===== src/rtl/tswitch_pkg.sv =====
// Shared tiny-switch types and widths.
package tswitch_pkg;

  localparam int ADDR_WIDTH    = 32;
  localparam int DATA_WIDTH    = 32;
  localparam int GROUP_ID_BITS = 4;

  // Multicast fan-out engine control states.
  typedef enum logic [1:0] {
    IDLE = 2'd0,
    REQ  = 2'd1,
    WAIT = 2'd2,
    SEND = 2'd3
  } mc_fanout_state_t;

endpackage


===== src/rtl/prio_enc_lsb.sv =====
// Lowest-set-bit priority encoder: index and one-hot of the least significant 1.
module prio_enc_lsb #(
  parameter int W = 4,
  localparam int IW = (W > 1) ? $clog2(W) : 1
) (
  input  logic [W-1:0]  vec,
  output logic [IW-1:0] idx,
  output logic [W-1:0]  onehot
);

  // Scan from the top down so the lowest set bit wins; isolate it with two's complement.
  always_comb begin
    idx    = '0;
    onehot = vec & (~vec + W'(1));
    for (int i = W - 1; i >= 0; i--) begin
      if (vec[i]) idx = IW'(i);
    end
  end

endmodule


===== src/rtl/mc_fanout.sv =====
// Multicast fan-out engine: looks up a command's group, then emits one beat
// per member port, lowest port first.
module mc_fanout
  import tswitch_pkg::*;
#(
  parameter int NUM_PORTS   = 4,
  parameter bit EXCLUDE_SRC = 1'b1,
  localparam int PW = $clog2(NUM_PORTS)
) (
  input  logic                     clk,
  input  logic                     rst_n,
  input  logic                     cmd_valid,
  output logic                     cmd_ready,
  input  logic [ADDR_WIDTH-1:0]    cmd_addr,
  input  logic [DATA_WIDTH-1:0]    cmd_data,
  input  logic [PW-1:0]            cmd_src,
  output logic                     lk_valid,
  output logic [ADDR_WIDTH-1:0]    lk_addr,
  input  logic                     lk_ready,
  input  logic                     lk_result_valid,
  input  logic [NUM_PORTS-1:0]     lk_member_mask,
  input  logic [GROUP_ID_BITS-1:0] lk_group_id,
  input  logic                     lk_is_mc,
  output logic                     out_valid,
  input  logic                     out_ready,
  output logic [PW-1:0]            out_port,
  output logic [ADDR_WIDTH-1:0]    out_addr,
  output logic [DATA_WIDTH-1:0]    out_data,
  output logic [GROUP_ID_BITS-1:0] out_group_id,
  output logic                     out_mc,
  output logic                     out_last,
  output logic                     done,
  output logic                     drop
);

  mc_fanout_state_t           state;
  logic [ADDR_WIDTH-1:0]      addr_q;
  logic [DATA_WIDTH-1:0]      data_q;
  logic [PW-1:0]              src_q;
  logic [NUM_PORTS-1:0]       mask_q;
  logic [GROUP_ID_BITS-1:0]   gid_q;
  logic                       mc_q;

  logic [NUM_PORTS-1:0]       src_onehot;
  logic [NUM_PORTS-1:0]       eff_mask;
  logic [PW-1:0]              low_idx;
  logic [NUM_PORTS-1:0]       low_onehot;
  logic                       one_left;

  prio_enc_lsb #(.W(NUM_PORTS)) u_enc (
    .vec    (mask_q),
    .idx    (low_idx),
    .onehot (low_onehot)
  );

  // Member mask after optionally removing the originating port; exactly-one-bit test for out_last.
  always_comb begin
    src_onehot = EXCLUDE_SRC ? (NUM_PORTS'(1) << src_q) : '0;
    eff_mask   = lk_member_mask & ~src_onehot;
    one_left   = (mask_q != '0) && ((mask_q & (mask_q - NUM_PORTS'(1))) == '0);
  end

  assign cmd_ready    = (state == IDLE);
  assign lk_valid     = (state == REQ);
  assign lk_addr      = addr_q;
  assign out_valid    = (state == SEND);
  assign out_port     = low_idx;
  assign out_addr     = addr_q;
  assign out_data     = data_q;
  assign out_group_id = gid_q;
  assign out_mc       = mc_q;
  assign out_last     = (state == SEND) && one_left;

  // Control FSM: accept, look up, capture the one-shot result, then drain the mask one port per handshake.
  always_ff @(posedge clk or negedge rst_n) begin
    if (!rst_n) begin
      state  <= IDLE;
      addr_q <= '0;
      data_q <= '0;
      src_q  <= '0;
      mask_q <= '0;
      gid_q  <= '0;
      mc_q   <= 1'b0;
      done   <= 1'b0;
      drop   <= 1'b0;
    end else begin
      done <= 1'b0;
      drop <= 1'b0;
      case (state)
        IDLE: begin
          if (cmd_valid) begin
            addr_q <= cmd_addr;
            data_q <= cmd_data;
            src_q  <= cmd_src;
            state  <= REQ;
          end
        end
        REQ: begin
          if (lk_ready) state <= WAIT;
        end
        WAIT: begin
          // The table presents its result for this single cycle only.
          if (lk_result_valid) begin
            mask_q <= eff_mask;
            gid_q  <= lk_group_id;
            mc_q   <= lk_is_mc;
            if (eff_mask == '0) begin
              drop  <= 1'b1;
              state <= IDLE;
            end else begin
              state <= SEND;
            end
          end
        end
        SEND: begin
          if (out_ready) begin
            mask_q <= mask_q & ~low_onehot;
            if (one_left) begin
              done  <= 1'b1;
              state <= IDLE;
            end
          end
        end
        default: state <= IDLE;
      endcase
    end
  end

endmodule


===== config.mk =====
export PLATFORM = sky130hd
export DESIGN_NAME = mc_fanout
export DESIGN_NICKNAME = d
export VERILOG_FILES = /design/src/rtl/tswitch_pkg.sv /design/src/rtl/prio_enc_lsb.sv /design/src/rtl/mc_fanout.sv
export SDC_FILE = /design/constraint.sdc
export NUM_CORES = 1
export LEC_CHECK = 0
export BUFFER_PORTS_ARGS = -buffer_cell sky130_fd_sc_hd__clkbuf_2
export CAP_MARGIN = 25
export CORE_MARGIN = 5
export CORE_UTILIZATION = 45
export DETAILED_ROUTE_END_ITERATION = 10
export PLACE_DENSITY = 0.78
export SLEW_MARGIN = 20
export SYNTH_ARGS = -nofsm -noshare
export SYNTH_HDL_FRONTEND = slang
export SYNTH_HIERARCHICAL = 1
export SYNTH_SLANG_ARGS = --single-unit

===== constraint.sdc =====
create_clock -name clk -period 2.2 [get_ports clk]
set_input_delay 0.11 -clock clk [delete_from_list [all_inputs] [get_ports clk]]
set_output_delay 0.11 -clock clk [all_outputs]
set_load 0.01 [all_outputs]

-- Word level (Yosys, flattened, before mapping)
Cells that the tools add are included.
- $add $sub $neg: 2
- $mul: 0
- div/mod/pow operators: 0
- magnitude comparators: 0
- eq/ne operators: 8
- shift operators: 1
- mux-type cells: 20
- bitwise operators: 7
- reductions and logical operators: 11
- operator list (operator ; count):
    2-bit two-way mux ; 10
    4-bit bitwise AND ; 4
    4-bit NOT ; 3
    4-bit zero test ; 2
    4-bit two-way mux ; 2
    2-bit one-hot mux with 4 select lines ; 1
    4-bit one-hot mux with 2 select lines ; 1
    1-bit two-way mux ; 6
    2-bit by 1-bit inequality test with 1-bit output, second input constant ; 3
    5-bit AND reduction ; 1
    4-bit by 1-bit adder with 4-bit output, second input constant ; 1
    2-bit == test, second input constant ; 2
    2-bit inequality test, second input constant ; 2
    2-bit AND reduction ; 2
    4-bit nonzero test ; 1
    1-bit by 2-bit << shifter with 4-bit output, first input constant ; 1
    4-bit by 1-bit subtractor with 4-bit output, second input constant ; 1
    3-bit AND reduction ; 1
    2-bit by 1-bit == test with 1-bit output, second input constant ; 1
    1-bit logical AND ; 2
    2-bit zero test ; 1
    2-bit nonzero test ; 1
- register bits: 79
- bits in latches: 0
- RAM bits: 0
- ROM bits: 0
- input port bits: 81
- memories: 0

-- Depth between registers and ports, before layout
Gate-level depths: netlist of the first run.
- word-level depth: 7
- mapped depth: 8
- gate-level depth less buffers: 4

-- Cells and area by module
Netlist of the first run, hierarchy kept.
- modules (own cells, without submodules) (module ; instances ; cells an instance ; area each (um^2) ; seq. area each (um^2)):
    mc_fanout ; 1 ; 245 ; 3467.1 ; 1976.9
    prio_enc_lsb ; 1 ; 9 ; 68.8 ; 0.0

-- Least setup slack after synthesis of the first run
No wires, ideal clock.
- kind: reg2reg
- from: register state[1]
- to: register addr_q[26] (netlist: lk_addr[26])
- library setup time: 0.125 ns
- arrival: 1.494 ns
- path slack: 0.581 ns
- stages on the path, launching flop included: 8
- buffers on the path: 4
- period minus slack after synthesis: 1.619 ns
- cell sequence: dfrtp_1 buf_4 nor2_2 and2_1 buf_2 buf_6 buf_6 mux2_4
- longest elaborated chain between the ends: 2
- ends and longest elaborated chain (what ; line ; RTL):
    start: declaration ; mc_fanout.sv:36 ; mc_fanout_state_t state;
    start signal: assignment ; mc_fanout.sv:77 ; state <= IDLE;
    start signal: assignment ; mc_fanout.sv:95 ; state <= REQ;
    start signal: assignment ; mc_fanout.sv:99 ; if (lk_ready) state <= WAIT;
    2-bit zero test ; -- ;
    via cmd_ready ; mc_fanout.sv:13 ; output logic cmd_ready,
    2-bit AND reduction (no source line) ; -- ;
    end signal: assignment ; mc_fanout.sv:92 ; addr_q <= cmd_addr;
    end: declaration ; mc_fanout.sv:37 ; logic [ADDR_WIDTH-1:0] addr_q;
The timed path passes the listed nets, and every way through them passes these cells.
A chain may end at the register's enable or synchronous reset.

-- Worst setup path in the final report of the first run
- from: register mask_q[0]
- to: output out_last
- longest elaborated chain between the ends: 5
- elaborated cells on any way between the ends: 6
- classes of those cells: add/sub (1); bitwise (1); reduce/logical (4)
- ends and longest elaborated chain (what ; line ; RTL):
    start: declaration ; mc_fanout.sv:40 ; logic [NUM_PORTS-1:0] mask_q;
    start signal: assignment ; mc_fanout.sv:104 ; mask_q <= eff_mask;
    start signal: assignment ; mc_fanout.sv:117 ; mask_q <= mask_q & ~low_onehot;
    4-bit by 1-bit subtractor with 4-bit output ; mc_fanout.sv:60 ; one_left = (mask_q != '0) && ((mask_q & (mask_q - NUM_PORTS'(1))) == '0);
    4-bit bitwise AND ; mc_fanout.sv:60 ;
    4-bit zero test ; mc_fanout.sv:60 ;
    1-bit logical AND * ; mc_fanout.sv:60 ;
    1-bit logical AND * ; mc_fanout.sv:72 ; assign out_last = (state == SEND) && one_left;
    end: declaration ; mc_fanout.sv:31 ; output logic out_last,
Every way passes the cells marked *; elsewhere a longest branch is shown, timed or not.

==> run_results.csv, run 1 <==
group,metric,value,unit
yosys,synth_area,3540,µm²
power_and_ir_drop,powerDensity,1380,nW/µm²
final_layout,drive_above_1_share,59.1,%
power_and_ir_drop,ir_drop,0.773,mV
timing,timing.final.ws_setup,455,ps
global_route,grt_pass1_vias,3062,
run,drv_cap,0,
detailed_routing,first_pass_iters,4,
setup_path,worstSetupStartpointType,"flip-flop",
clock_tree,cts.clk_slew.worst_paths,80,ps
clock_tree,cts.root.buffer_cell,"clkbuf_8",
timing,period_share,79.3,%
timing,rsz0062_at_grt,"no",
timing,fmax,573,MHz
timing,relSlewSlack,51.1,%
yosys,ys_types,34,
final_layout,fill_cells,571,
clock_tree,numCtsBuffers,9,
timing,setup_viol,0,
final_layout,nets,550,
place,placed_area,4360,µm²
detailed_routing,wl_per_cell,16.3,µm
setup_path,cp_slowest_stage_delay,510,ps
yosys,synth-seq-cells,79,
global_route,grt_max_degree,46,
detailed_routing,route.detailed.drc,0,
floorplanning,die_w,98.6,µm
place,pre_cts_ws,504,ps
clock_tree,post_cts_buffers,0,
floorplanning,die_h,98.6,µm
clock_tree,cts_tree,"yes",
final_layout,fin_area,5080,µm²
setup_path,cp.arrival,1630,ps
setup_path,critical_path_class,"flip-flop to output pin",
yosys,yosys_warnings,6,
yosys,synth_area_per_cell,13.9,µm²
final_layout,antenna_cells,0,
hold_path,holdCritPathClass,"primary input to flip-flop",
yosys,syn-num-nets,335,
outcome,status,"finished, final reports clean",
setup_path,critPathMaxFanout,10,
floorplanning,boundaryPins,190,
global_route,grt_pass1_wl,15300,µm
floorplanning,initial_utilization,46.0,%
floorplanning,rows,32,
setup_path,cp-end-kind,"output pin",
setup_path,cp_cell_sequence,"xor2_1 > a211oi_1 > nor2_1 > clkbuf_2",
detailed_routing,wirelength,9410,µm
yosys,synth-seq-area-share,55.9,%
timing,tns,0,ps
place,globalplace.congestion,0.850,
timing,worstMarginPinSlew,731,ps
place,dpl.hpwl,6490,µm
detailed_routing,drtIter0Drc,69,
clock_tree,cts.sink_count,79,
power_and_ir_drop,power_leakage,0.00261,µW
clock_tree,cts.repair.resized,0,
timing,finClkSkew,10.7,ps
global_route,grt_overflow,0,
setup_path,required,2090,ps
place,numPortBuffers,189,
global_route,grt_antenna_before_repair,0,
setup_path,cp_slowest_cell,"dfrtp_1",
final_layout,syn2layout_area_growth,43.7,%
timing,hold_viol_final,0,
clock_tree,h-tree-depth,3,
clock_tree,clockBufferDepth,2,
global_route,gr-usage-all-layers,19.6,%
yosys,synth_cells,254,
timing,fin_crit,1740,ps
detailed_routing,vias,2769,
timing,slew_violations,0,
detailed_routing,vias_per_cell,4.81,
floorplanning,dieArea,9730,µm²
clock_tree,insertion_delay,330,ps
setup_path,rrSetupSlack,470,ps
detailed_routing,ant_nets,0,
floorplanning,coreArea,7690,µm²
==> cell type report <==
type	instances	area, µm²	share of cell area [%]
sequential	79	1980	38.9
timing repair buffer	246	1550	30.4
multi-input combinational	130	1230	24.2
clock buffer	12	145	2.86
tap	102	128	2.51
clock inverter	4	45.0	0.886
inverter	3	11.3	0.222
==> layer usage <==
metal	wire (µm)	vias up	part of all wire [%]	global-route usage [%]
met5	0	-	0	0
met4	145	0	1.5	7.04
met3	783	15	8.3	5.73
met2	4850	134	52	35.3
met1	3620	1349	39	22.1
li1	-	1271	-	-
==> path summary, 6_finish.rpt <==
check,from,to,depth (start not counted)
min,cmd_data[11],out_data[11]$_DFFE_PN0P_,2
max in group asynchronous,rst_n,out_data[27]$_DFFE_PN0P_,3
min reg2reg,out_group_id[3]$_DFFE_PN0P_,out_group_id[3]$_DFFE_PN0P_,2
max reg2reg,state[1]$_DFFE_PN0P_,lk_addr[6]$_DFFE_PN0P_,4
max,mask_q[0]$_DFFE_PN0P_,out_last,4
min in group asynchronous,rst_n,lk_addr[2]$_DFFE_PN0P_,2
==> power by group <==
part           switching [µW]  total [µW]  internal (µW)  leakage [µW]
Combinational            1510        3200           1690       0.00156
Sequential                588        2760           2170      0.000953
Clock                     474        1020            551      0.000100
Total                    2570        6990           4420       0.00261
==> placed cells by master, fill, tap and decap left out <==
cell	Yosys	final
nor3b_2	1	1
nor2_2	1	1
a21oi_2	1	1
nand3_1	1	1
mux2_4	29	29
mux2_2	37	37
a31oi_1	1	1
a21oi_1	3	3
clkinv_2	0	3
nand2b_4	1	1
inv_2	1	1
nor2b_1	1	1
mux2i_1	1	1
clkbuf_8	0	10
or4_1	2	2
a2bb2oi_1	1	1
a211oi_1	1	1
nor3b_1	1	1
clkbuf_1	0	2
buf_12	0	3
nand2_1	20	20
bufinv_16	0	1
o2bb2ai_1	1	1
nand2b_1	3	3
a21boi_0	1	1
and2_4	0	1
nor2_1	6	6
inv_1	2	2
clkbuf_2	0	188
nor3_1	2	2
nor4b_1	2	2
nor3_2	1	1
a32o_1	3	3
nand3b_1	1	1
xor2_1	1	1
dfrtp_1	79	79
o21ai_0	6	6
buf_4	34	2
dlygate4sd3_1	0	53
==> cell families after synthesis <==
kind of cell              share of synthesized area [%]
and+or+nand+nor                                    6.62
xor gates and xnor gates                          0.248
buffers and inverters                              9.38
muxes                                              24.4
AOI/OAI and AO/OA                                  3.47
DFF                                                55.9
==> repair_timing <==
action	CTS	global route
setup endpoints to repair	0	0
hold endpoints to repair	92	4
hold buffers	49	4
==> Yosys cell counts (all sizes together) <==
library cell / number / share of area [%]
dfrtp: 79 / 56
mux2: 66 / 24
buf: 42 / 9.1
nand2: 20 / 2.1
nor2: 7 / 0.81
o21ai: 6 / 0.85
a21oi: 4 / 0.67
nand2b: 4 / 0.92
a32o: 3 / 0.85
inv: 3 / 0.32
nor3: 3 / 0.57
nor3b: 2 / 0.57
nor4b: 2 / 0.50
or4: 2 / 0.42
a211oi: 1 / 0.21
a21boi: 1 / 0.21
a2bb2oi: 1 / 0.25
a31oi: 1 / 0.18
and2: 1 / 0.18
mux2i: 1 / 0.28
nand3: 1 / 0.14
nand3b: 1 / 0.21
nor2b: 1 / 0.18
o2bb2ai: 1 / 0.25
xor2: 1 / 0.25
==> worst max-delay path: cells and delay by family (launching register included) <==
family                    cells  cell delay, ps
DFF                           1             510
AOI/OAI and AO/OA             1             370
xor gates and xnor gates      1             220
buffers and inverters         1             140
and+or+nand+nor               1              70
==> stage by stage <==
step	cells	util (%)	hold slack [ps]	total power [µW]
6_report	576	66.1	22.4	6990
5_1_grt	576	66.1	-11.4	7450
4_1_cts	572	65.6	0.488	7040
3_5_place_dp	507	56.7	149	5920
3_3_place_gp	507	56.7	149	5780
2_1_floorplan	254	-	-186	4880
==> flip-flops by register name (all words and copies together), names as in the netlist <==
name and flops:
mask_q 4, done 1, out_mc 1, src_q 2
lk_addr 32, out_group_id 4, out_data 32, drop 1
state 2
(Power assumes the default switching activity.)
==> run 2: changes to the inputs <==
--- a/config.mk
+++ b/config.mk
@@ -8,9 +8,9 @@
 export BUFFER_PORTS_ARGS = -buffer_cell sky130_fd_sc_hd__clkbuf_2
 export CAP_MARGIN = 25
 export CORE_MARGIN = 5
-export CORE_UTILIZATION = 45
+export CORE_UTILIZATION = 40
 export DETAILED_ROUTE_END_ITERATION = 10
-export PLACE_DENSITY = 0.78
+export PLACE_DENSITY = 0.74
 export SLEW_MARGIN = 20
 export SYNTH_ARGS = -nofsm -noshare
 export SYNTH_HDL_FRONTEND = slang
==> constraint.sdc (replaced) <==
create_clock -name clk -period 1.5 [get_ports clk]
set_input_delay 0.075 -clock clk [delete_from_list [all_inputs] [get_ports clk]]
set_output_delay 0.075 -clock clk [all_outputs]
set_load 0.01 [all_outputs]
==> run 2 against run 1 <==
Hold slack better by 11 ps. Combinational power up 60%. Via count rose by 4.2%. Cell area grew 7.4%. Clock skew up 3.8 ps. Routed wire length decreased by 0.55%.
==> run_results.csv, run 2 (synthesized netlist as in run 1, its figures left out) <==
group,metric,value,unit
outcome,status,"finished, final reports clean",
hold_path,holdCritPathClass,"primary input to flip-flop",
floorplanning,dieArea,10800,µm²
floorplanning,boundaryPins,190,
floorplanning,rows,34,
clock_tree,cts_tree,"yes",
place,globalplace.congestion,0.777,
global_route,grt_overflow,0,
global_route,grt_antenna_before_repair,0,
clock_tree,clockBufferDepth,2,
detailed_routing,vias,2885,
timing,finClkSkew,14.5,ps
floorplanning,die_w,104,µm
timing,fmax,671,MHz
floorplanning,initial_utilization,40.7,%
timing,slew_violations,0,
final_layout,antenna_cells,0,
setup_path,worstSetupStartpointType,"flip-flop",
detailed_routing,vias_per_cell,4.70,
timing,worstMarginPinSlew,404,ps
clock_tree,h-tree-depth,3,
place,numPortBuffers,189,
timing,tns,0,ps
setup_path,cp.arrival,1410,ps
timing,fin_crit,1490,ps
global_route,grt_pass1_wl,15800,µm
detailed_routing,wirelength,9350,µm
timing,setup_viol,0,
clock_tree,cts.root.buffer_cell,"clkbuf_8",
detailed_routing,route.detailed.drc,0,
setup_path,worst-path-buf-inv,1,
timing,hold_viol_final,0,
clock_tree,cts.clk_slew.worst_paths,80,ps
setup_path,cp_slowest_stage_delay,460,ps
timing,period_share,99.3,%
setup_path,path_delay_family,"flip-flops",
final_layout,nets,582,
detailed_routing,first_pass_iters,4,
power_and_ir_drop,powerDensity,1980,nW/µm²
detailed_routing,ant_nets,0,
clock_tree,cts.sink_count,79,
setup_path,required,1420,ps
detailed_routing,drtIter0Drc,47,
floorplanning,coreArea,8680,µm²
final_layout,fin_area,5460,µm²
timing,relSlewSlack,73.1,%
floorplanning,die_h,104,µm
clock_tree,insertion_delay,340,ps
place,placed_area,4460,µm²
clock_tree,numCtsBuffers,9,
detailed_routing,wl_per_cell,15.2,µm
timing,rsz0062_at_grt,"yes",
power_and_ir_drop,power_leakage,0.00277,µW
setup_path,cp_slowest_cell,"dfrtp_2",
final_layout,drive_above_1_share,59.3,%
final_layout,final_cell_mix,"clkbuf_2, dfrtp_1, dlygate4sd3_1",
final_layout,fill_cells,659,
final_layout,final_common_cell,"clkbuf_2",
setup_path,critical_path_class,"flip-flop to output pin",
power_and_ir_drop,ir_drop,0.860,mV
setup_path,critPathMaxFanout,4,
final_layout,syn2layout_area_growth,54.4,%
place,dpl.hpwl,6450,µm
global_route,grt_max_degree,38,
global_route,gr-usage-all-layers,17.7,%
setup_path,cp_cell_sequence,"xor2_1 > a211oi_2 > nor2_1 > buf_2",
global_route,grt_pass1_vias,3191,
run,drv_cap,0,
setup_path,cp-end-kind,"output pin",
==> run 2: routing by layer <==
layer / wire [µm] / part of all wire (%) / global-route usage, % / vias to the layer above
met5: 0 / 0 / 0 / -
met4: 188 / 2.0 / 5.83 / 0
met3: 737 / 7.9 / 5.96 / 19
met2: 5000 / 53 / 32.7 / 134
met1: 3430 / 37 / 18.6 / 1394
li1: - / - / - / 1338
==> run 2: final timing paths <==
check | to | slack, ps | cells after the start | start
worst min-delay path | done$_DFF_PN0_ | 30 | 3 | out_ready
worst max register to register | lk_addr[20]$_DFFE_PN0P_ | 70 | 4 | state[0]$_DFFE_PN0P_
worst max-delay path | out_last | 10 | 4 | mask_q[0]$_DFFE_PN0P_
min in group asynchronous | lk_addr[25]$_DFFE_PN0P_ | 190 | 2 | rst_n
max in group asynchronous | out_data[13]$_DFFE_PN0P_ | 740 | 3 | rst_n
worst min register to register | out_mc$_DFFE_PN0P_ | 480 | 2 | out_mc$_DFFE_PN0P_
==> run 2: per-stage QoR <==
stage / power [µW] / hold WS (ps) / utilization [%] / std cells / setup slack (ps)
floorplan: 7200 / -221 / - / 254 / -36.5
global placement: 8650 / 24.1 / 51.4 / 523 / 68.5
detailed placement: 8810 / 35.4 / 51.4 / 523 / 65.1
CTS: 10800 / 10.3 / 62.6 / 613 / 9.96
global route: 11500 / 35.0 / 62.9 / 614 / -75.5
finish: 10800 / 33.5 / 62.9 / 614 / 10.7
==> run 2: power by group <==
part | switching [µW] | internal [µW] | leakage (µW)
Combinational | 2370 | 2770 | 0.00171
Clock | 775 | 933 | 0.000102
Sequential | 757 | 3190 | 0.000949
Total | 3900 | 6890 | 0.00277
==> run 2: layout make-up <==
cell class              instances  area (µm²)  area share [%]
inverters                       3        11.3           0.206
multi-input cells             130        1270            23.3
repair buffers                278        1850            33.9
clock buffers                  10         128            2.34
well taps                     108         135            2.47
flip-flops and latches         79        1980            36.3
clock inverters                 6        85.1            1.56
==> run 2: tightest hold or removal path: stages <==
cell      delay, ps
clkbuf_2         90
nand3_1         100
nor2_1           60
==> run 2: what timing repair did <==
| action | CTS | global route |
|---|---|---|
| hold buffers | 72 | 0 |
| resized for setup | 4 | 7 |
| setup endpoints to repair | 1 | 3 |
| hold endpoints to repair | 99 | 0 |
| setup buffers | 2 | 1 |
| pin swaps | 1 | 2 |
==> run 3: changes to the inputs <==
--- a/config.mk
+++ b/config.mk
@@ -5,12 +5,13 @@
 export SDC_FILE = /design/constraint.sdc
 export NUM_CORES = 1
 export LEC_CHECK = 0
+export ABC_AREA = 1
 export BUFFER_PORTS_ARGS = -buffer_cell sky130_fd_sc_hd__clkbuf_2
 export CAP_MARGIN = 25
 export CORE_MARGIN = 5
-export CORE_UTILIZATION = 40
+export CORE_UTILIZATION = 41
 export DETAILED_ROUTE_END_ITERATION = 10
-export PLACE_DENSITY = 0.74
+export PLACE_DENSITY = 0.75
 export SLEW_MARGIN = 20
 export SYNTH_ARGS = -nofsm -noshare
 export SYNTH_HDL_FRONTEND = slang
==> run 3 against run 2 <==
Synthesized area is 0.39% higher. Sequential cell count stayed put. Die area is 1.9% lower. Critical endpoint unchanged. Largest cell class unchanged. Largest power group unchanged.
==> run_results.csv, run 3 <==
group,metric,value,unit
power_and_ir_drop,ir_drop,0.941,mV
setup_path,critPathMaxFanout,6,
detailed_routing,wirelength,8870,µm
clock_tree,insertion_delay,330,ps
final_layout,fill_cells,673,
hold_path,holdCritPathClass,"primary input to flip-flop",
timing,relSlewSlack,75.4,%
clock_tree,cts.clk_slew.worst_paths,80,ps
yosys,synth-seq-cells,79,
clock_tree,h-tree-depth,3,
global_route,grt_pass1_wl,13800,µm
yosys,yosysMostFrequentCell,"dfrtp_1",
detailed_routing,wl_per_cell,14.1,µm
detailed_routing,drtIter0Drc,20,
detailed_routing,first_pass_iters,4,
yosys,ys_types,16,
place,numPortBuffers,189,
floorplanning,die_w,103,µm
timing,setup_viol,0,
floorplanning,rows,34,
yosys,synth_area,3550,µm²
detailed_routing,vias,2800,
clock_tree,cts.sink_count,79,
setup_path,cp.arrival,1330,ps
yosys,synth_cells,277,
setup_path,rrSetupSlack,100,ps
yosys,yosys_warnings,6,
yosys,synth_edf_count,0,
place,placed_area,4400,µm²
final_layout,syn2layout_area_growth,50.4,%
place,pre_cts_ws,14.7,ps
power_and_ir_drop,power_leakage,0.00285,µW
timing,fin_crit,1400,ps
global_route,grt_overflow,0,
yosys,synth-simple-area-share,6.31,%
global_route,grt_max_degree,38,
timing,hold_viol_final,0,
clock_tree,clockBufferDepth,2,
timing,slew_violations,0,
yosys,synth_async_sr_flop_share,100,%
timing,holdWs,44.5,ps
outcome,status,"finished, final reports clean",
final_layout,antenna_cells,0,
clock_tree,cts_tree,"yes",
final_layout,final_cell_mix,"clkbuf_2, dfrtp_1, dlygate4sd3_1",
yosys,synth-seq-area-share,55.7,%
setup_path,required,1420,ps
yosys,synth_xor_area_share,0,%
clock_tree,numCtsBuffers,9,
global_route,gr-usage-all-layers,16.5,%
global_route,grt_antenna_before_repair,0,
yosys,synth_top_family_by_area,"multiplexers",
final_layout,multiInputGateArea,1190,µm²
detailed_routing,ant_nets,0,
yosys,syn-num-nets,358,
detailed_routing,route.detailed.drc,0,
global_route,grt_pass1_vias,2940,
final_layout,nets,596,
run,drv_cap,0,
timing,rsz0062_at_grt,"no",
floorplanning,boundaryPins,190,
timing,timing.final.ws_setup,97.9,ps
setup_path,cp-end-kind,"output pin",
yosys,synth-adder-area-share,0,%
timing,fmax,713,MHz
place,dpl.hpwl,6010,µm
setup_path,reg2reg_from,"state[0]$_DFFE_PN0P_",
final_layout,fin_area,5340,µm²
power_and_ir_drop,powerDensity,1990,nW/µm²
yosys,synth_commonest_cells,"dfrtp_1, mux2_2, nand2_1, buf_4, mux2_4",
yosys,synth_area_per_cell,12.8,µm²
hold_path,hold_end,"done$_DFF_PN0_",
final_layout,regArea,1980,µm²
final_layout,final_common_cell,"clkbuf_2",
place,globalplace.congestion,0.829,
hold_path,hp-start,"out_ready",
yosys,synth_top_area_cell,"dfrtp_1",
final_layout,drive_above_1_share,55.0,%
yosys,synth.area.top_cells,"dfrtp_1, mux2_2, mux2_4, buf_4, nand2_1",
clock_tree,cts.root.buffer_cell,"clkbuf_8",
timing,finClkSkew,11.3,ps
hold_path,hold-path-cell-count,3,
yosys,synth_ff_type,"dfrtp_1",
floorplanning,die_h,103,µm
setup_path,critical_path_class,"flip-flop to output pin",
final_layout,stdcell_count,628,
setup_path,worstRegToRegCells,4,
place,dp_cells,539,
clock_tree,post_cts_buffers,0,
floorplanning,initial_utilization,41.3,%
setup_path,startpoint,"mask_q[3]$_DFFE_PN0P_",
timing,worstMarginPinSlew,370,ps
setup_path,worstSetupStartpointType,"flip-flop",
floorplanning,dieArea,10600,µm²
yosys,synth_top_area_share,55.7,%
timing,tns,0,ps
detailed_routing,vias_per_cell,4.46,
yosys,synth.mux.area_fraction,25.2,%
setup_path,r2r_end,"lk_addr[22]$_DFFE_PN0P_",
yosys,synth_compound_area_share,1.83,%
floorplanning,coreArea,8590,µm²
timing,period_share,93.5,%
-- run 3: cell types whose count changed in the layout (fill, tap and decap cells not counted), moves of 3 or more --
cell	previous run	this run
o21ai_0	6	10
mux2_2	37	42
buf_4	13	4
nand2b_1	3	0
a32o_1	3	0
nand2_1	20	40
inv_1	2	19
-- run 3: logic make-up (layout without fill, tap and decap cells) --
group                  count (synthesis)  in the layout
and+or+nand+nor                       55             55
AOI/OAI and AO/OA                     13             13
muxes                                 70             70
buffers and inverters                 60            303
DFF                                   79             79
-- run 3: power breakdown --
group | switching [µW] | internal, µW | leakage [µW]
clock network | 747 | 813 | 0.0000916
logic | 2420 | 2660 | 0.00182
registers | 776 | 3200 | 0.000938
total | 3940 | 6680 | 0.00285
-- run 3: worst max-delay path, stage by stage (launching register included) --
cell	delay (ps)
dfrtp_1	430
inv_1	60
nand2_1	80
nand2_1	60
nand2_1	80
nand2_1	50
nor2_1	100
clkbuf_2	140
-- run 3: area by class of cell --
type	instances	share of cell area, %
multi-input cells	138	22.3
clock buffers	11	2.65
flip-flops and latches	79	37.1
clock inverters	5	1.08
inverters	19	1.34
well taps	108	2.53
repair buffers	268	33.0
-- run 3: metal layers --
metal	track usage, %	up-vias	wire, µm
li1	-	1342	-
met1	18.4	1328	3370
met2	30.8	117	4690
met3	3.99	13	683
met4	5.38	0	121
met5	0	-	0
-- run 3: how the worst max path moves through the flow --
stage	to	cells after the start
4_1_cts	out_last	7
3_5_place_dp	mask_q[1]$_DFFE_PN0P_	7
6_report	out_last	7
5_1_grt	out_last	7
2_1_floorplan	lk_addr[26]$_DFFE_PN0P_	5
3_3_place_gp	mask_q[1]$_DFFE_PN0P_	7
-- run 3: timing repair --
item | 4_1_cts | 5_1_grt
resized for setup | 1 | 3
hold buffers | 73 | 0
hold endpoints to repair | 133 | 0
setup endpoints to repair | 2 | 5
-- run 3: stage by stage --
stage / power (µW) / util (%)
6_report: 10600 / 62.1
5_1_grt: 11400 / 62.1
4_1_cts: 10700 / 62.1
3_5_place_dp: 8930 / 51.2
3_3_place_gp: 8780 / 51.2
2_1_floorplan: 7440 / -
